--- src/rtl/mdu_pkg.sv ---
// -----------------------------------------------------------------------------
// mdu_pkg
//   Shared types and constants for the iterative multiply/divide unit.
//   - mdu_op_e    : RV32M funct3 operation encoding
//   - mdu_state_e : control FSM states
//   - mdu_most_neg: most-negative two's-complement value for a given width
// -----------------------------------------------------------------------------
package mdu_pkg;

    typedef enum logic [2:0] {
        OP_MUL    = 3'b000,
        OP_MULH   = 3'b001,
        OP_MULHSU = 3'b010,
        OP_MULHU  = 3'b011,
        OP_DIV    = 3'b100,
        OP_DIVU   = 3'b101,
        OP_REM    = 3'b110,
        OP_REMU   = 3'b111
    } mdu_op_e;

    typedef enum logic [1:0] {
        ST_IDLE = 2'd0,
        ST_BUSY = 2'd1,
        ST_DONE = 2'd2
    } mdu_state_e;

    // Widest supported operand; the helper below returns values of this width
    // and callers keep the low XLEN bits.
    localparam int unsigned MDU_XLEN_MAX = 64;

    function automatic logic [MDU_XLEN_MAX-1:0] mdu_most_neg(input int unsigned xlen);
        logic [MDU_XLEN_MAX-1:0] val;
        val            = '0;
        val[xlen-1]    = 1'b1;
        return val;
    endfunction

endpackage

--- src/rtl/mdu_iterative_div_step.sv ---
// -----------------------------------------------------------------------------
// mdu_iterative_div_step
//   One combinational restoring-division iteration. The partial remainder is
//   shifted left with the next dividend bit, the divisor is trial-subtracted,
//   and the difference is kept only when it is non-negative.
//
//   Ports:
//     rem_i  [XLEN-1:0]  partial remainder before this iteration
//     bit_i              next dividend bit (MSB first)
//     div_i  [XLEN-1:0]  divisor magnitude
//     rem_o  [XLEN-1:0]  partial remainder after this iteration
//     q_o                quotient bit produced by this iteration
// -----------------------------------------------------------------------------
module mdu_div_step #(
    parameter int unsigned XLEN = 32
) (
    input  logic [XLEN-1:0] rem_i,
    input  logic            bit_i,
    input  logic [XLEN-1:0] div_i,
    output logic [XLEN-1:0] rem_o,
    output logic            q_o
);

    logic [XLEN:0]   shifted;
    logic [XLEN+1:0] diff;

    // Two guard bits: the shifted remainder can reach XLEN+1 bits and the
    // top bit of diff is the borrow that decides the quotient bit.
    assign shifted = {rem_i, bit_i};
    assign diff    = {1'b0, shifted} - {2'b00, div_i};
    assign q_o     = ~diff[XLEN+1];
    assign rem_o   = q_o ? diff[XLEN-1:0] : shifted[XLEN-1:0];

endmodule

--- src/rtl/mdu_iterative.sv ---
// -----------------------------------------------------------------------------
// mdu_iterative
//   Multi-cycle RV32M multiply/divide unit: radix-2 shift-add multiplier and
//   restoring divider sharing one 2*XLEN working register, one bit per clock.
//   Signed operations run on magnitudes and the result is negated at the
//   output when its sign flag is set.
//
//   Optional feature (macro MDU_EARLY_OUT_EN): divide-by-zero, signed
//   overflow and any operation with b == 0 complete on the accept edge.
//   Results are identical with or without it; only latency differs.
//
//   Ports:
//     clk_i, rst_ni         clock, asynchronous active-low reset
//     valid_i / ready_o     request handshake (ready_o high only in IDLE)
//     op_i [2:0]            RV32M funct3
//     a_num_i, b_num_i      rs1 / rs2 operands, sampled on the accept edge
//     flush_i               abort in-flight operation, blocks acceptance
//     valid_o / ready_i     result handshake (valid_o high only in DONE)
//     c_num_o               result
//     zero_o, negative_o    status flags, qualified by valid_o
// -----------------------------------------------------------------------------
module mdu_iterative
    import mdu_pkg::*;
#(
    parameter int unsigned XLEN  = 32,
    parameter int unsigned CNT_W = $clog2(XLEN) + 1
) (
    input  logic            clk_i,
    input  logic            rst_ni,
    input  logic            valid_i,
    output logic            ready_o,
    input  logic [2:0]      op_i,
    input  logic [XLEN-1:0] a_num_i,
    input  logic [XLEN-1:0] b_num_i,
    input  logic            flush_i,
    output logic            valid_o,
    input  logic            ready_i,
    output logic [XLEN-1:0] c_num_o,
    output logic            zero_o,
    output logic            negative_o
);

    // Working register layout:
    //   multiply: [2X-1:X] accumulating product high half, [X-1:0] multiplier
    //             (shifted out LSB first, product low half shifts in behind it)
    //   divide  : [2X-1:X] partial remainder, [X-1:0] dividend shifting out
    //             MSB first with quotient bits shifting in at the LSB
    mdu_state_e        state_q, state_d;
    logic [CNT_W-1:0]  cnt_q,   cnt_d;
    mdu_op_e           op_q,    op_d;
    logic              neg_q,   neg_d;
    logic [2*XLEN-1:0] prod_q,  prod_d;
    logic [XLEN-1:0]   mcand_q, mcand_d;   // multiplicand or divisor magnitude

    // ---------------------------------------------------------------- accept
    mdu_op_e         op_in;
    logic            a_signed, b_signed;
    logic            sa, sb, b_zero, is_div_in, neg_in;
    logic [XLEN-1:0] mag_a, mag_b;

    assign op_in     = mdu_op_e'(op_i);
    assign is_div_in = op_i[2];
    assign a_signed  = op_in inside {OP_MULH, OP_MULHSU, OP_DIV, OP_REM};
    assign b_signed  = op_in inside {OP_MULH, OP_DIV, OP_REM};
    assign sa        = a_signed & a_num_i[XLEN-1];
    assign sb        = b_signed & b_num_i[XLEN-1];
    assign mag_a     = sa ? -a_num_i : a_num_i;
    assign mag_b     = sb ? -b_num_i : b_num_i;
    assign b_zero    = (b_num_i == '0);

    // Result sign: products and quotients take sa^sb, remainders take the
    // dividend sign. A divide-by-zero quotient must stay all ones, so its
    // sign flag is suppressed. MUL runs unsigned: its low half is the same.
    always_comb begin
        if (!is_div_in)      neg_in = sa ^ sb;
        else if (op_i[1])    neg_in = sa;
        else                 neg_in = (sa ^ sb) & ~b_zero;
    end

`ifdef MDU_EARLY_OUT_EN
    localparam logic [MDU_XLEN_MAX-1:0] MOST_NEG_W = mdu_most_neg(XLEN);
    localparam logic [XLEN-1:0]         MOST_NEG   = MOST_NEG_W[XLEN-1:0];

    logic ovf_in;
    assign ovf_in = (op_in inside {OP_DIV, OP_REM}) &&
                    (a_num_i == MOST_NEG) && (b_num_i == '1);
`endif

    // ------------------------------------------------------------ iterations
    logic [XLEN:0]     mul_sum;
    logic [2*XLEN-1:0] mul_next, div_next;
    logic [XLEN-1:0]   div_rem;
    logic              div_q;

    assign mul_sum  = {1'b0, prod_q[2*XLEN-1:XLEN]}
                    + (prod_q[0] ? {1'b0, mcand_q} : {(XLEN+1){1'b0}});
    assign mul_next = {mul_sum, prod_q[XLEN-1:1]};

    mdu_div_step #(.XLEN(XLEN)) u_div_step (
        .rem_i (prod_q[2*XLEN-1:XLEN]),
        .bit_i (prod_q[XLEN-1]),
        .div_i (mcand_q),
        .rem_o (div_rem),
        .q_o   (div_q)
    );

    assign div_next = {div_rem, prod_q[XLEN-2:0], div_q};

    // -------------------------------------------------------- next state
    // NOTE: every _d signal gets its hold value first, so no branch can leave
    // one unassigned and infer a latch.
    always_comb begin
        state_d = state_q;
        cnt_d   = cnt_q;
        op_d    = op_q;
        neg_d   = neg_q;
        prod_d  = prod_q;
        mcand_d = mcand_q;

        unique case (state_q)
            ST_IDLE: begin
                if (valid_i && !flush_i) begin
                    state_d = ST_BUSY;
                    cnt_d   = CNT_W'(XLEN - 1);
                    op_d    = op_in;
                    neg_d   = neg_in;
                    if (is_div_in) begin
                        prod_d  = {{XLEN{1'b0}}, mag_a};
                        mcand_d = mag_b;
                    end else begin
                        prod_d  = {{XLEN{1'b0}}, mag_b};
                        mcand_d = mag_a;
                    end
`ifdef MDU_EARLY_OUT_EN
                    // Preload the values the full iteration would have
                    // produced; the normal output sign correction finishes.
                    if (b_zero || ovf_in) begin
                        state_d = ST_DONE;
                        cnt_d   = '0;
                        if (!is_div_in)  prod_d = '0;
                        else if (ovf_in) prod_d = {{XLEN{1'b0}}, MOST_NEG};
                        else             prod_d = {mag_a, {XLEN{1'b1}}};
                    end
`endif
                end
            end

            ST_BUSY: begin
                if (flush_i) begin
                    state_d = ST_IDLE;
                end else begin
                    prod_d = op_q[2] ? div_next : mul_next;
                    if (cnt_q == '0) begin
                        state_d = ST_DONE;
                    end else begin
                        cnt_d = cnt_q - CNT_W'(1);
                    end
                end
            end

            ST_DONE: begin
                if (flush_i || ready_i) state_d = ST_IDLE;
            end

            default: state_d = ST_IDLE;
        endcase
    end

    // ------------------------------------------------------------ registers
    // NOTE: datapath registers are reset along with control, so c_num_o and
    // the flags read zero straight out of reset.
    always_ff @(posedge clk_i or negedge rst_ni) begin
        if (!rst_ni) begin
            state_q <= ST_IDLE;
            cnt_q   <= '0;
            op_q    <= OP_MUL;
            neg_q   <= 1'b0;
            prod_q  <= '0;
            mcand_q <= '0;
        end else begin
            // NOTE: non-blocking assignments so every flop samples the
            // pre-edge values regardless of statement order.
            state_q <= state_d;
            cnt_q   <= cnt_d;
            op_q    <= op_d;
            neg_q   <= neg_d;
            prod_q  <= prod_d;
            mcand_q <= mcand_d;
        end
    end

    // -------------------------------------------------------------- outputs
    logic [2*XLEN-1:0] prod_fix;
    logic [XLEN-1:0]   quo_fix, rem_fix;

    assign prod_fix = neg_q ? -prod_q : prod_q;
    assign quo_fix  = neg_q ? -prod_q[XLEN-1:0] : prod_q[XLEN-1:0];
    assign rem_fix  = neg_q ? -prod_q[2*XLEN-1:XLEN] : prod_q[2*XLEN-1:XLEN];

    always_comb begin
        c_num_o = '0;
        unique case (op_q)
            OP_MUL:                       c_num_o = prod_fix[XLEN-1:0];
            OP_MULH, OP_MULHSU, OP_MULHU: c_num_o = prod_fix[2*XLEN-1:XLEN];
            OP_DIV, OP_DIVU:              c_num_o = quo_fix;
            OP_REM, OP_REMU:              c_num_o = rem_fix;
            default:                      c_num_o = '0;
        endcase
    end

    assign ready_o    = (state_q == ST_IDLE);
    assign valid_o    = (state_q == ST_DONE);
    assign zero_o     = valid_o & (c_num_o == '0);
    assign negative_o = valid_o & c_num_o[XLEN-1];

endmodule
--- config.mk ---
export PLATFORM = sky130hd
export DESIGN_NAME = mdu_iterative
export DESIGN_NICKNAME = d
export VERILOG_FILES = /design/src/rtl/mdu_pkg.sv /design/src/rtl/mdu_iterative_div_step.sv /design/src/rtl/mdu_iterative.sv
export SDC_FILE = /design/constraint.sdc
export NUM_CORES = 1
export LEC_CHECK = 0
export BUFFER_PORTS_ARGS = -buffer_cell sky130_fd_sc_hd__buf_4
export CAP_MARGIN = 20
export CORE_UTILIZATION = 50
export DETAILED_ROUTE_END_ITERATION = 10
export PLACE_DENSITY = 0.71
export SKIP_CTS_REPAIR_TIMING = 1
export SLEW_MARGIN = 10
export SYNTH_ARGS = -nofsm -noshare
export SYNTH_HDL_FRONTEND = slang
export SYNTH_HIERARCHICAL = 1
export SYNTH_SLANG_ARGS = --single-unit
--- constraint.sdc ---
create_clock -name clk_i -period 6.3 [get_ports clk_i]
set_input_delay 0 -clock clk_i [delete_from_list [all_inputs] [get_ports clk_i]]
set_output_delay 0 -clock clk_i [all_outputs]
set_load 0.01 [all_outputs]
### Word level (Yosys, flattened, before mapping)

Index checks and enable logic that the tools add are counted.

| storage, ports and cells | value |
|---|---|
| flip-flop bits (word level) | 108 |
| input bits | 72 |

| operators by class | value |
|---|---|
| add/sub/neg operators | 8 |
| equality and inequality tests | 18 |
| mux-type cells | 25 |
| bitwise logic cells | 8 |
| reduce and logical (&&, ||, !) cells | 18 |

Operators by type and width:

| kind | count |
|---|---|
| 32-bit two-way mux | 8 |
| 64-bit two-way mux | 4 |
| 32-bit negator | 4 |
| 32-bit one-hot mux with 4 select lines | 1 |
| 64-bit one-hot mux with 2 select lines | 1 |
| 32-bit logical NOT | 2 |
| 64-bit negator | 1 |
| 33-bit by 32-bit subtractor with 34-bit output | 1 |
| 32-bit by 32-bit adder with 33-bit output | 1 |
| 3-bit equality test (second input constant) | 6 |
| 6-bit two-way mux | 3 |
| 6-bit one-hot mux with 2 select lines | 1 |
| 3-bit by 2-bit equality test with 1-bit output (second input constant) | 3 |
| 2-bit two-way mux | 4 |
| 3-bit by 1-bit equality test with 1-bit output (second input constant) | 2 |
| 6-bit logical NOT | 1 |
| 2-bit one-hot mux with 3 select lines | 1 |
| 3-bit AND reduction | 2 |
| 6-bit by 1-bit subtractor with 6-bit output (second input constant) | 1 |
| 1-bit bitwise AND | 5 |
| 2-bit by 1-bit inequality test with 1-bit output (second input constant) | 2 |
| 2-bit inequality test (second input constant) | 2 |
| 4-bit AND reduction | 1 |
| 4-bit nonzero test | 1 |
| 16 further kinds | 19 |

### Longest topological paths before layout

Gate-level depths: netlist of the first run.

| depth | value |
|---|---|
| depth after elaboration | 7 |
| depth in mapped cells | 15 |

### Cells and area by module

The synthesis of the first run kept the hierarchy.

Modules (own cells, without submodules):

| module | instances | cells an instance | area an instance (µm²) |
|---|---|---|---|
| mdu_iterative | 1 | 1591 | 11742.5 |
| mdu_div_step | 1 | 373 | 2429.8 |

### Worst setup path after synthesis of the first run

Ideal clock, no wire load.

| timing | value |
|---|---|
| path type | register -> output |
| start | register prod_q[0] |
| end | output port zero_o |
| data arrival time | 3.261 ns |
| data required time | 6.300 ns |
| slack | 3.039 ns |
| cell stages (with the launch flop) | 14 |
| cell sequence | dfrtp_1 clkbuf_1 inv_1 ha_1 nor2b_1 clkbuf_1 nand4_1 nor3_2 nor4_1 a31oi_1 o221ai_1 a2111oi_0 or4b_1 nor4_2 |

| between the ends | value |
|---|---|
| word-level cells in the longest chain between the ends | 5 |

Ends and longest elaborated chain:

| item | line | source |
|---|---|---|
| from (decl) | mdu_iterative.sv:52 | `logic [2*XLEN-1:0] prod_q, prod_d;` |
| from (signal assigned) | mdu_iterative.sv:187 | `prod_q <= prod_d;` |
| 64-bit negator / 32-bit negator (equally long branches) | mdu_iterative.sv:196, mdu_iterative.sv:197 |  |
| 64-bit two-way mux / 32-bit two-way mux (equally long branches) | mdu_iterative.sv:196, mdu_iterative.sv:197 |  |
| 32-bit one-hot mux with 4 select lines * | mdu_iterative.sv:202 | `unique case (op_q)` |
| via c_num_o[0] | mdu_iterative.sv:38 | `output logic [XLEN-1:0] c_num_o,` |
| 32-bit logical NOT * | mdu_iterative.sv:213 | `assign zero_o = valid_o & (c_num_o == '0);` |
| 1-bit bitwise AND * | mdu_iterative.sv:213 |  |
| to (decl) | mdu_iterative.sv:39 | `output logic zero_o,` |

Mark *: on every way through the listed nets, which the timed path passes. The rest lies on a longest branch.

### Worst setup path in the final report of the first run

| timing | value |
|---|---|
| start | register prod_q[0] |
| end | output port zero_o |

| between the ends | value |
|---|---|
| word-level cells in the longest chain between the ends | 5 |

Ends and longest elaborated chain:

| item | line |
|---|---|
| 64-bit negator / 32-bit negator (equally long branches) | mdu_iterative.sv:196, mdu_iterative.sv:197 |
| 64-bit two-way mux / 32-bit two-way mux (equally long branches) | mdu_iterative.sv:196, mdu_iterative.sv:197 |
| 32-bit one-hot mux with 4 select lines * | mdu_iterative.sv:202 |
| 32-bit logical NOT * | mdu_iterative.sv:213 |
| 1-bit bitwise AND * | mdu_iterative.sv:213 |

Every way passes the cells marked *; elsewhere a longest branch is shown, timed or not.

==> results of run 1 <==
[cells by family after synthesis]
logic type | Yosys count | synth area share [%]
xor+xnor | 157 | 9.70
simple gates | 733 | 25.8
flops | 108 | 19.1
mux | 71 | 5.22
buf+inv | 206 | 5.82
fa+ha+maj | 72 | 6.46
compound gates | 617 | 28.0
[critical path, cell delays in order, from the launching register on]
cell and delay, ns:
sky130_fd_sc_hd__dfrtp_1 0.37, sky130_fd_sc_hd__buf_4 0.24, sky130_fd_sc_hd__inv_1 0.13, sky130_fd_sc_hd__ha_1 0.24, sky130_fd_sc_hd__nor2b_1 0.54, sky130_fd_sc_hd__nand4_1 0.29
sky130_fd_sc_hd__nor3_2 0.52, sky130_fd_sc_hd__nor4_1 0.09, sky130_fd_sc_hd__a31oi_1 0.17, sky130_fd_sc_hd__o221ai_1 0.20, sky130_fd_sc_hd__a2111oi_0 0.57, sky130_fd_sc_hd__or4b_1 0.51
sky130_fd_sc_hd__nor4_2 0.26, sky130_fd_sc_hd__buf_4 0.16
[sequential cells by signal (all words and copies together), names as in the netlist]
name	count
prod_q	64
op_q	3
cnt_q	6
neg_q	1
mcand_q	32
state_q	2
[cells in the mapped netlist, types with 54 or more instances]
cell,n
sky130_fd_sc_hd__nor2_1,180
sky130_fd_sc_hd__dfrtp_1,108
sky130_fd_sc_hd__nor3_1,68
sky130_fd_sc_hd__ha_1,70
sky130_fd_sc_hd__mux2i_1,54
sky130_fd_sc_hd__o21ai_0,175
sky130_fd_sc_hd__xnor2_1,85
sky130_fd_sc_hd__clkbuf_1,105
sky130_fd_sc_hd__inv_1,71
sky130_fd_sc_hd__nand2_1,216
sky130_fd_sc_hd__a21oi_1,159
sky130_fd_sc_hd__xor2_1,72
[cell type report]
type	count	area, um^2	area share [%]
Inverter	75	282	1.82
Multi-Input combinational cell	1650	10700	69.0
Antenna cell	1	2.50	0.0162
Clock inverter	6	60.1	0.389
Clock buffer	10	229	1.48
Sequential cell	108	2710	17.5
Timing Repair Buffer	134	1040	6.71
Tap cell	378	473	3.06
[metrics by stage]
stage          total power [uW]  worst slack (ns)
2_1_floorplan              5920              3.04
3_3_place_gp               7740              2.32
3_5_place_dp               7800              2.17
4_1_cts                    8410              1.74
5_1_grt                    9200              1.24
6_report                   8620              1.65
[report_power, final]
part / leakage [uW] / total, uW / internal [uW] / switching [uW]
logic: 0.00491 / 6290 / 2450 / 3840
registers: 0.00132 / 1740 / 949 / 796
clock network: 0.000140 / 583 / 278 / 305
total: 0.00637 / 8620 / 3680 / 4940
[how the worst max path moves through the flow]
stage                     startpoint      to  cells after the start
6_report       prod_q[0]$_DFFE_PN0P_  zero_o                     13
5_1_grt        prod_q[0]$_DFFE_PN0P_  zero_o                     13
4_1_cts        prod_q[0]$_DFFE_PN0P_  zero_o                     13
3_5_place_dp   prod_q[0]$_DFFE_PN0P_  zero_o                     13
3_3_place_gp   prod_q[0]$_DFFE_PN0P_  zero_o                     13
2_1_floorplan  prod_q[0]$_DFFE_PN0P_  zero_o                     13
[layer usage]
metal | track usage, % | share of wire [%]
met1 | 48.8 | 42
met2 | 57.0 | 44
met3 | 5.56 | 8.5
met4 | 16.0 | 4.8
met5 | 0 | 0
==> results.txt, run 1 <==
The flow ran to the end, and the final reports show no timing, DRC or antenna violations. The number of standard-cell rows in the floorplan came out at 61. The detailed router placed 15,498 vias in this run. For the count of nets after finishing, the log shows 2,122.

The share of the cycle needed by the critical path after routing works out to 73.8%. Fill cells in the final layout number 2,743. Yosys attributes the largest share of cell area to sky130_fd_sc_hd__dfrtp_1 19%, sky130_fd_sc_hd__ha_1 6.2%, sky130_fd_sc_hd__o21ai_0 6.2%. The maximum net fanout on the critical path is 38, and the setup TNS after final layout is 0 ns.

The share of flip-flops with an asynchronous set or reset came out at 100%. The power per unit of standard cell area was 558 nW/um^2; the worst slew margin relative to its limit was 24.6%. Final weighted congestion in routability-driven placement: 1.04. The launch point of the worst reg-to-reg path is prod_q[53]$_DFFE_PN0P_.

The detailed router finished its first iteration with 1,810 violations. The leakage power total came out at 0.00637 uW. The run gives 3 as the count of H-tree levels built during CTS. Category of the worst setup path launch point: a flip-flop.

TritonCTS built the clock tree. The final count of pins violating max slew was 0. The synthesized design contains 0 enable-type register cells. The number of nets in the synthesized netlist is 2,108.

The worst setup path is captured at an output port. For the starting density of the core, the log shows 50.9%. Max-cap violations in this run came to 0. Timing would allow up to 215 MHz.

The cell area that synthesis handed to floorplanning was 14,200 um^2. The run gives 55.4% as the utilization after layout. The most used flip-flop cell after synthesis is sky130_fd_sc_hd__dfrtp_1. The first global-routing pass estimated 81.1 mm of wire.

The tools report the number of iterations in the first detailed-routing pass as 6. sky130_fd_sc_hd__dfrtp_1 takes more of the synthesized area than any other cell. For hold timing, the worst endpoint is mcand_q[0]$_DFFE_PN0P_. In this run the critical register-to-register path is captured at prod_q[63]$_DFFE_PN0P_.

In this run the tool buffered the top-level ports with 107 buffer cells. TritonCTS created 9 clock buffers. Final hold analysis gives a worst-case slack of 0.00291 ns.

The post-route minimum period was 4.65 ns. The worst hold path class is in2reg. The die is 170 um wide. The number of different library cells used by synthesis comes to 101. The share of post-route cells with drive strength above 1 is 11.1%, and the flip-flop and latch count after synthesis is 108. Most common library cell in the layout ignoring fill and taps: sky130_fd_sc_hd__nand2_1.

The required time reported for the critical path endpoint is 6.30 ns. The placement-stage cell area is 15,100 um^2. Synthesis-to-layout area growth: 8.97%.

Leaving out fill and tap cells, the most frequent cells in the layout are 216 x sky130_fd_sc_hd__nand2_1, 179 x sky130_fd_sc_hd__nor2_1, 175 x sky130_fd_sc_hd__o21ai_0. After detailed placement, the design holds a cell count of 2,337. The run gives 0 as the initial antenna violation count. For this design, the sink count on the clock tree is 108. The total area inside the core boundary comes to 27,900 um^2. The clock arrives with 0.0124 ns of skew. In the global route stage, overall resource usage came out at 36.2%. The slew at the pin closest to its max-slew limit is 1.13 ns.

Entering global routing, the biggest net connects 87 pins. Excluding fillers, the count of instances in the completed layout stands at 2,362. Count of cells along the worst register-to-register path: 12.

The root buffer cell chosen for the clock tree is sky130_fd_sc_hd__clkbuf_16. After routing the design area is 15,400 um^2. The clock reaches the later pin of the worst-skew pair after 0.37 ns. In this run the vertical extent of the chip is 170 um. The count of antenna-violating nets left after detailed routing was 0; the total of endpoints with negative setup slack in the final report was 0. The number of failing hold endpoints at the final stage came out at 0.

Worst hold path stage count: 3. The setup check on the worst reg-to-reg path leaves a slack of 2.33 ns. VDD sags by at most 250 uV.

Synthesized instance count: 1,964. At the worst endpoint, the arrival time is 4.65 ns. The top-level port count was 108; the top cell type's share of synthesized area was 19.1%.

Counting along the longest clock path gives a buffer depth of 2. Dividing the synthesized area by the synthesized cell count gives 7.22 um^2. Summed over all layers, the global routing overflow is 0. Clock transition time at the flip-flop clock pins of the worst setup and hold paths: 0.08 ns. Yosys printed 6 warnings. For the via count of the first global-routing pass, the log shows 14,127.

The routed wire length per instance was 22.3 um; the detail-routed via count per cell was 6.56. After legalization and detailed placement, the total HPWL measured 40.3 mm. The floorplan step defined a die boundary enclosing 29,000 um^2. The classification of the worst setup path was reg2out.

For this block, the routed nets add up to 52.7 mm of wire. For this run, design rule violations remaining after detail routing come to 0. Setup repair after global routing left no endpoint under its margin. In this run the most critical hold path is launched from a_num_i[0]. For the sequential-to-total area share from yosys stat, the log shows 19.1%.
Note: power is estimated with default switching activity, not from simulation.
==> run 2: changes to the inputs <==
--- a/config.mk
+++ b/config.mk
@@ -9,7 +9,7 @@
 export CAP_MARGIN = 20
 export CORE_UTILIZATION = 50
 export DETAILED_ROUTE_END_ITERATION = 10
-export PLACE_DENSITY = 0.71
+export PLACE_DENSITY = 0.74
 export SKIP_CTS_REPAIR_TIMING = 1
 export SLEW_MARGIN = 10
 export SYNTH_ARGS = -nofsm -noshare
==> constraint.sdc (replaced) <==
create_clock -name clk_i -period 3.9 [get_ports clk_i]
set_input_delay 0 -clock clk_i [delete_from_list [all_inputs] [get_ports clk_i]]
set_output_delay 0 -clock clk_i [all_outputs]
set_load 0.01 [all_outputs]
==> run 2 against run 1 <==
  * Sequential cell count unchanged
  * Sequential power grew 37%
  * Sequential share of layout area down 0.78 points
  * Die area stayed put
  * Final area increased by 5.3%
  * Total power is 76% higher
  * Worst setup slack worse by 1.6 ns
  * Wire length rose by 4.7%
  * Clock skew up 0.012 ns
==> results.txt, run 2 (synthesis gave the netlist of run 1 again) <==
After layout, the minimum clock period comes to 3.82 ns. Measured in cells, the most critical reg-to-reg path has a length of 13. The clock transition time at the flip-flop clock pins of the worst setup and hold paths is 0.09 ns.

The die width works out to 170 um. The routed layout has 16,037 vias. The count of antenna-violating nets left after detailed routing was 0.

The number of flip-flops under the largest register name was 64; the maximum net fanout on the critical path was 7. TritonCTS built the clock tree. The worst hold path belongs to the class in2reg. Row generation in the floorplan step produced 61 rows. The analysis attributes to cell leakage a power of 0.00682 uW. The run gives 6 as the number of iterations in the first detailed-routing pass. Measured along the y axis, the die boundary spans 170 um. The tools report the post-route standard cell area excluding fillers as 16,300 um^2.

The number of buffers inserted by port buffering is 107, and the count of H-tree levels built during CTS is 3. The tools report the detailed-route DRC error count as 0. After routing, the total negative slack on setup checks comes to 0 ns. At the end of the flow, the number of nets in the layout was 2,197.

In the global route stage, overall resource usage came out at 37.7%. The most common library cell in the layout ignoring fill and taps was sky130_fd_sc_hd__nand2_1. The run gives 1.09 as the final weighted congestion in routability-driven placement. Entering global routing, the biggest net connects 85 pins. The placement-stage cell area was 15,500 um^2; the share of post-route cells with drive strength above 1 was 16.3%. The tree is rooted in a sky130_fd_sc_hd__clkbuf_16. For this run, the number of standard cells in the final layout without fillers is 2,436. The tools report the via count of the first global-routing pass as 14,867. For the worst-case clock buffer depth, the log shows 2. Number of buffers added by the clock tree synthesis step: 9. The number of failing hold endpoints at the final stage was 0; the peak supply drop was 454 uV. The launch point of the worst reg-to-reg path was prod_q[0]$_DFFE_PN0P_. The total area inside the core boundary comes to 27,900 um^2. STA classifies the critical path startpoint as a flip-flop. After global routing the overflow that remains totals 0.

For this block, the routed nets add up to 55.2 mm of wire. Once the floorplan was initialized, standard cells occupied 50.9% of the core. In this run the critical register-to-register path is captured at prod_q[59]$_DFFE_PN0P_.

Capture point of the critical path: zero_o. STA classifies the critical path endpoint as an output port. The later pin in the worst-skew pair is clocked with a latency of 0.37 ns. The clock tree skew after final layout is 0.0240 ns. The top register by number of flip-flops is prod_q. In this run the register-to-register setup slack is 0.34 ns. The number of clock sinks was 108. The logs give 1 for the initial antenna violation count and 83.6 mm for the global-route wire length before repair. Using the TritonRoute via totals, the vias-per-cell ratio works out to 6.58.

After detailed routing, the average wire length per cell comes to 22.6 um. Synthesis-to-layout area growth: 14.7%. Derived from the worst setup path, the maximum achievable clock frequency is 262 MHz.

For the signal arrival time at the worst endpoint, the log shows 3.82 ns. The largest registers in the layout are prod_q: 64 flops, mcand_q: 32 flops, cnt_q: 6 flops. At the pin with the least slew margin, the transition time is 0.998 ns.

The worst path uses 97.9% of the clock period. Required time reported for the critical path endpoint: 3.90 ns. The most critical setup path has its startpoint at prod_q[4]$_DFFE_PN0P_. The tools report the number of maximum-capacitance violations as 0. For the number of cells after detailed placement, the log shows 2,394. 0 antenna diodes ended up in the layout.

Classification of the worst setup path: reg2out. The die area was 29,000 um^2; the power per unit of standard cell area was 932 nW/um^2. The final count of pins violating max slew was 0. The total of endpoints with negative setup slack in the final report came out at 0. The worst pin sits at a relative slew slack of 33.4%. The run finished with clean final reports.

Summed over all nets, the half-perimeter wirelength after detailed placement is 43.2 mm. The library cells used most frequently in the layout, excluding fill and tap cells, are 215 x sky130_fd_sc_hd__nand2_1, 202 x sky130_fd_sc_hd__buf_4, 179 x sky130_fd_sc_hd__nor2_1. After the first detailed-routing iteration, the DRC count stood at 1,739.

108 I/O pins were placed.
==> run 2: cell types whose count changed in the layout (fill, tap and decap cells not counted), moves of 5 or more <==
cell                      before  now
sky130_fd_sc_hd__dfrtp_2       1   13
sky130_fd_sc_hd__nor4_4        2    7
sky130_fd_sc_hd__nor4_1       30   24
sky130_fd_sc_hd__dfrtp_1     106   94
sky130_fd_sc_hd__buf_4       126  202
==> run 2: through the flow <==
step	setup slack (ns)	total power [uW]	hold slack, ns	util [%]
after floorplan	0.639	9570	-0.296	-
final	0.0822	15100	0.0175	58.4
after global placement	0.200	13200	0.204	55.6
after global routing	-0.0140	16100	0.0369	58.4
after CTS	-0.173	14300	-0.192	56.7
after detailed placement	0.226	13300	0.209	55.6
==> run 2: routing by layer <==
metal	global-route usage (%)	routed length (um)
met5	0	0
met4	22.0	3420
met1	47.3	21700
met3	5.88	4770
met2	61.2	25200
==> run 2: worst min-delay path by stage <==
| stage | startpoint | endpoint | slack (ns) | depth (start not counted) |
|---|---|---|---|---|
| after floorplan | rst_ni | cnt_q[0]$_DFFE_PN0P_ | -0.30 | 0 |
| after global placement | rst_ni | cnt_q[2]$_DFFE_PN0P_ | 0.20 | 1 |
| after detailed placement | rst_ni | cnt_q[2]$_DFFE_PN0P_ | 0.21 | 1 |
| after CTS | rst_ni | cnt_q[2]$_DFFE_PN0P_ | -0.19 | 1 |
| after global routing | a_num_i[0] | mcand_q[0]$_DFFE_PN0P_ | 0.04 | 3 |
| final | a_num_i[0] | mcand_q[0]$_DFFE_PN0P_ | 0.02 | 3 |
==> run 2: where the power goes <==
part | total, uW | internal, uW | switching, uW
clock | 932 | 456 | 475
sequential | 2380 | 1550 | 825
combinational | 11800 | 4630 | 7210
==> run 2: cell type report <==
type | instances | area, um^2
Tap cell | 378 | 473
Clock inverter | 7 | 80.1
Multi-Input combinational cell | 1650 | 10900
Timing Repair Buffer | 209 | 1600
Fill cell | 2661 | 11600
Clock buffer | 9 | 225
Sequential cell | 108 | 2720
Inverter | 75 | 282
==> run 2: critical path: stages (launching register included) <==
cell,delay (ns)
sky130_fd_sc_hd__dfrtp_1,0.46
sky130_fd_sc_hd__or3_1,0.44
sky130_fd_sc_hd__or4_1,0.56
sky130_fd_sc_hd__o31a_1,0.28
sky130_fd_sc_hd__xnor2_1,0.47
sky130_fd_sc_hd__mux2i_1,0.25
sky130_fd_sc_hd__or4b_1,0.59
sky130_fd_sc_hd__nor4_2,0.24
sky130_fd_sc_hd__buf_4,0.16
